**src/rtl/led_blinker.sv**
```systemverilog
// ---------------------------------------------------------------------------
// led_blinker
// Square-wave generator for the fail indication. While en=0 the blinker is
// held in its start phase; the first enabled cycle shows out=1, and out
// toggles every HALF_PERIOD enabled cycles after that.
//
// Parameters:
//   HALF_PERIOD  clk cycles per half-period (>= 2)
// Ports:
//   clk   in   system clock
//   rst   in   asynchronous, active-low reset
//   en    in   1 = blink, 0 = hold in start phase (out forced low)
//   out   out  blink output
// ---------------------------------------------------------------------------
module led_blinker #(
  parameter int HALF_PERIOD = 12500000
) (
  input  logic clk,
  input  logic rst,
  input  logic en,
  output logic out
);

  localparam int                CNT_W    = $clog2(HALF_PERIOD);
  localparam logic [CNT_W-1:0]  CNT_LAST = CNT_W'(HALF_PERIOD - 1);

  logic [CNT_W-1:0] cnt;
  logic             phase;

  // NOTE: sequential state is updated with non-blocking assignments only, so
  // every flop samples the pre-edge value of every other flop.
  always_ff @(posedge clk or negedge rst) begin
    if (!rst) begin
      cnt   <= '0;
      phase <= 1'b1;
    end else if (!en) begin
      cnt   <= '0;
      phase <= 1'b1;
    end else if (cnt == CNT_LAST) begin
      cnt   <= '0;
      phase <= ~phase;
    end else begin
      cnt   <= cnt + CNT_W'(1);
    end
  end

  // The phase flop already holds 1 while disabled, so gating with en makes
  // the very first enabled cycle light the LED without a cycle of lag.
  assign out = en & phase;

endmodule

```
**config.mk**
```make
export PLATFORM = sky130hd
export DESIGN_NAME = led_blinker
export DESIGN_NICKNAME = d
export VERILOG_FILES = /design/src/rtl/led_blinker.sv
export SDC_FILE = /design/constraint.sdc
export NUM_CORES = 1
export LEC_CHECK = 0
export ABC_AREA = 1
export CORE_ASPECT_RATIO = 1.5
export CORE_UTILIZATION = 35
export CTS_CLUSTER_SIZE = 28
export DETAILED_ROUTE_END_ITERATION = 8
export PLACE_DENSITY = 0.55
export SLEW_MARGIN = 0
export SYNTH_ARGS = -nofsm -noshare
export SYNTH_HDL_FRONTEND = slang
export SYNTH_SLANG_ARGS = --single-unit
```
**constraint.sdc**
```tcl
create_clock -name clk -period 2.21 [get_ports clk]
set_input_delay 0.221 -clock clk [delete_from_list [all_inputs] [get_ports clk]]
set_output_delay 0.221 -clock clk [all_outputs]
set_load 0.05 [all_outputs]
```
After elaboration in Yosys (flattened, before gate mapping)
Index checks and enable logic that the tools add are counted.
{ "classes": {"n_addsub": 1, "n_eq_ne": 2, "muxes": 4, "bitwise": 2} }
{ "op_table": {"columns": ["op", "count"], "rows": [
  ["$mux W24", 2],
  ["$add A24 B1 Y24 const B", 1],
  ["$eq A24 B24 Y1 const B", 1],
  ["$mux W1", 2],
  ["$ne A2 B1 Y1 const B", 1],
  ["$and A1 B1 Y1", 1],
  ["$not A1 Y1", 1]
]} }
{ "totals": {"regBits": 25, "input_bits": 3, "output_inout_bits": 1, "wordCells": 11} }

Longest topological paths before layout
{ "depth": {"word_depth": 3, "mapped_depth": 8, "depth_no_buf": 8} }

Least setup slack after synthesis
No wires, ideal clock.
{ "synth_timing": {"path_kind": "register to register", "startpoint": "reg cnt[0]", "endpoint": "reg cnt[4]", "setup_ns": 0.122, "arrival_ns": 1.229, "required_ns": 2.088, "setup_slack_ns": 0.860, "stages_incl_launch_ff": 9, "n_path_buf": 0, "period_less_slack_ns": 1.350, "path_cell_list": "dfrtp_1 > ha_1 > nand2_1 > nor2_4 > nand3_2 > nor2_1 > nor2_4 > nand2_1 > nor2_1"} }
{ "synth_via": {"elab_chain_len": 3, "word_cells_on_any_way": 4, "classes_between": "add/sub: 1; eq/ne: 1; mux: 2"} }
{ "synth_lines": {"columns": ["element", "line_no", "source"], "rows": [
  ["from (decl)", "27", "logic [CNT_W-1:0] cnt;"],
  ["from (signal assigned)", "43", "cnt <= cnt + CNT_W'(1);"],
  ["$add A24 B1 Y24 or $eq A24 B24 Y1 (tied branches)", "43, 39", null],
  ["$mux W24 (*)", "39", "end else if (cnt == CNT_LAST) begin"],
  ["$mux W24 (*)", "36", "end else if (!en) begin"]
]} }
Mark *: on every way between the ends. The rest lies on a longest branch, timed or not.
A chain may end at the register's enable or synchronous reset.

Worst setup path in the final report
{ "layout_timing": {"startpoint": "reg cnt[0]", "endpoint": "reg cnt[22]"} }
The elaborated chain is that of the path after synthesis.

==> key figures <==
Setup path
  – CP Data Arrival Time: 1.79 ns
  – Critical path depth in cells: 8
  – Critical-path cell list: ha_1 > nand2_1 > nor2_4 > nand3_1 > nor2_1 > nand3_1 > nand2_1 > nor2_1
  – CP Capture Type: flip-flop
  – Critical path type: flip-flop to flip-flop
  – Delay-heaviest family, CP: simple AND/OR/NAND/NOR gates
  – Critical Path Start: cnt[0]
  – WP buf/inv: 0
  – R2R setup slack: 0.59 ns
  – Setup crit start kind: flip-flop
  – Worst-path fanout max: 6
  – Worst path slowest cell: dfrtp_1
  – Setup crit end: cnt[22]
  – FF-to-FF Start: cnt[0]
  – Critical Path RT: 2.39 ns
  – Reg-to-reg endpoint: cnt[22]
  – Worst R2R Path Depth: 8
  – Max incr delay on CP: 0.38 ns

STA
  – Slew Limit Fails: 0
  – RSZ-0062 raised after global routing: no
  – Fmax: 0.619 GHz
  – Final setup vio count: 0
  – Fin. Hold Viols: 0
  – Crit path time final: 1.62 ns
  – Slew @ Worst Pin: 0.344 ns
  – Final setup TNS: 0 ns
  – Rel. slew slack: 77.0%
  – Final cycle utilization of the critical path: 73.1%
  – Final worst slack: 0.595 ns
  – Clock skew: 0.00858 ns

Clock network
  – Cts bufs inserted: 3
  – Worst-Skew Late Latency: 0.28 ns
  – H-tree levels: 1
  – Reg clk slew, reported paths: 0.10 ns
  – CTS max path bufs: 2
  – CTS Hold Bufs: 0
  – Setup bufs post-CTS: 0
  – Post_cts resized: 0
  – Clock sink count: 25
  – CTS tree: built
  – Root buffer cell: clkbuf_8

Floorplan
  – Die area: 4230 um^2
  – Die width: 53.5 um
  – Initial Utilization: 37.1%
  – FP Rows: 27
  – Core footprint: 3750 um^2
  – Die Ht: 79.2 um
  – I/O pins: 4

Place
  – Setup WS pre-CTS: 0.555 ns
  – Port Buf Inserts: 3
  – Gpl congestion: 0.890
  – Final HPWL DP: 2.35 mm

Global route
  – Vias in the first global route: 1,177
  – Grt total ovfl: 0
  – First-pass GRT wire length: 5.27 mm
  – Largest net degree at the start of global routing: 26
  – GRT Overall Usage: 17.2%
  – Initial antenna violation count: 0

Logic synthesis
  – Register area share after synthesis: 45.1%
  – Mapped cell area: 1390 um^2
  – Seq cells post-synth: 25
  – Distinct cells, synth: 26
  – Gate Count Post-Synth: 186
  – Post-synthesis average cell area: 7.47 um^2
  – Yosys warns: 0
  – Synthesized net count: 190

Layout
  – Final Util: 40.7%
  – Layout area overhead: 9.90%
  – Reg area: 627 um^2
  – Fill cell count: 377
  – Multi-input logic area: 688 um^2
  – Share of cells above drive strength 1: 10.3%
  – Post-layout nets: 199
  – # diodes: 0

Detailed routing
  – DR vias: 1,135
  – Avg WL per Cell: 12.8 um
  – Final wirelength: 3.04 mm
  – Metal1 wirelength: 1.29 mm
  – Top routing layer in use: met4
  – Met3 WL: 37 um
  – Antenna viol nets, final: 0
  – Detail-routed via count per cell: 4.79
  – Pre-Repair DR Iteration Count: 6
  – DRT iter0 DRCs: 22
  – Met2 wire length: 1.66 mm
  – Drt drc: 0

Status
  – Status: completed

Min path
  – Worst Hold Class: input pin to async pin

Flow run
  – Max-cap violations: 0

Power
  – Max IR drop VDD: 0.321 mV
  – Static leakage: 0.663 nW
  – Power Density: 525 nW/um^2
==> power breakdown <==
| part | total [mW] | internal (mW) | switching [mW] |
|---|---|---|---|
| logic | 0.0464 | 0.0142 | 0.0322 |
| registers | 0.469 | 0.465 | 0.00406 |
| clock network | 0.288 | 0.128 | 0.159 |
| total | 0.803 | 0.607 | 0.196 |
==> worst reg2reg max path: stages, from the launching register on <==
cell	delay, ns
dfrtp_1	0.38
ha_1	0.18
nand2_1	0.11
nor2_4	0.20
nand3_1	0.14
nor2_1	0.26
nand3_1	0.11
nand2_1	0.09
nor2_1	0.04
==> per-layer routing <==
layer	vias up	global-route usage, %
li1	603	-
met1	524	19.1
met2	4	31.4
met3	4	2.30
met4	0	6.84
met5	-	0
==> worst min path at each step <==
stage                from  endpoint  slack, ns  cells past startpoint
finish                rst    cnt[8]       0.30                      2
global route          rst   cnt[20]       0.33                      2
CTS                   rst    cnt[8]       0.31                      2
detailed placement  phase     phase       0.46                      2
global placement    phase     phase       0.46                      2
floorplan             rst    cnt[0]      -0.07                      0
==> placed cells by master, fill, tap and decap left out <==
cell type         n
nand3_1          14
nand2_2           3
dfstp_2           1
clkinv_1          1
nor2_4            4
and2_1            1
o21ai_4           1
nor2_2            1
a21oi_1           8
nor3_1            5
xnor2_1           1
clkdlybuf4s50_1   2
nor2_1           46
clkbuf_8          3
xor2_1            4
inv_1            18
nand3_2           1
clkinvlp_4        1
dfrtp_1          24
a21o_2            1
o21bai_1          1
nand3b_1          1
nor3b_1           1
inv_2             1
ha_1              1
nand2_4           1
o21ai_0           1
nand2_1          43
buf_4             2
o22ai_1           2
==> metrics by stage <==
stage | total power, mW | instances | hold slack (ns) | cell area (um^2)
floorplan | 0.502 | 186 | -0.0746 | 1390
global placement | 0.525 | 233 | 0.456 | 1480
detailed placement | 0.526 | 233 | 0.458 | 1480
CTS | 0.813 | 237 | 0.307 | 1530
global route | 0.838 | 237 | 0.333 | 1530
finish | 0.803 | 237 | 0.298 | 1530
==> state kept, by name, indices dropped and copies added (netlist names) <==
| signal | flops |
|---|---|
| cnt | 24 |
| phase | 1 |
==> cells by family (layout without fill, tap and decap cells) <==
logic type      Yosys count  count (layout)  share of synthesized area (%)
buf+inv                  20              28                           5.40
flops                    25              25                           45.1
fa+ha+maj                 1               1                          0.900
simple gates            121             121                           39.0
xor+xnor                  5               5                           3.15
compound gates           14              14                           6.48
==> layout make-up <==
| class | instances | share of cell area [%] |
|---|---|---|
| multi-input cells | 141 | 45.0 |
| flip-flops and latches | 25 | 41.0 |
| inverters | 20 | 4.91 |
| well taps | 43 | 3.52 |
| clock buffers | 3 | 2.70 |
| repair buffers | 4 | 2.29 |
| clock inverters | 1 | 0.491 |
==> cells in the mapped netlist <==
master | instances | area share, %
o22ai_1 | 2 | 0.90
clkinv_1 | 1 | 0.27
nand2_4 | 1 | 0.81
nand3_1 | 14 | 5.0
inv_2 | 1 | 0.27
dfrtp_1 | 24 | 43
o21ai_0 | 1 | 0.36
nor3_1 | 5 | 1.8
nand3_2 | 1 | 0.72
nand2_2 | 3 | 1.4
nand2_1 | 43 | 12
a21oi_1 | 8 | 2.9
nor2_2 | 1 | 0.45
a21o_2 | 1 | 0.63
o21ai_4 | 1 | 1.2
nor2_1 | 46 | 12
ha_1 | 1 | 0.90
xnor2_1 | 1 | 0.63
and2_1 | 1 | 0.45
nor2_4 | 4 | 3.2
nand3b_1 | 1 | 0.54
o21bai_1 | 1 | 0.54
nor3b_1 | 1 | 0.54
inv_1 | 18 | 4.9
dfstp_2 | 1 | 1.9
xor2_1 | 4 | 2.5
No activity file was read; power rests on OpenSTA's default activity.
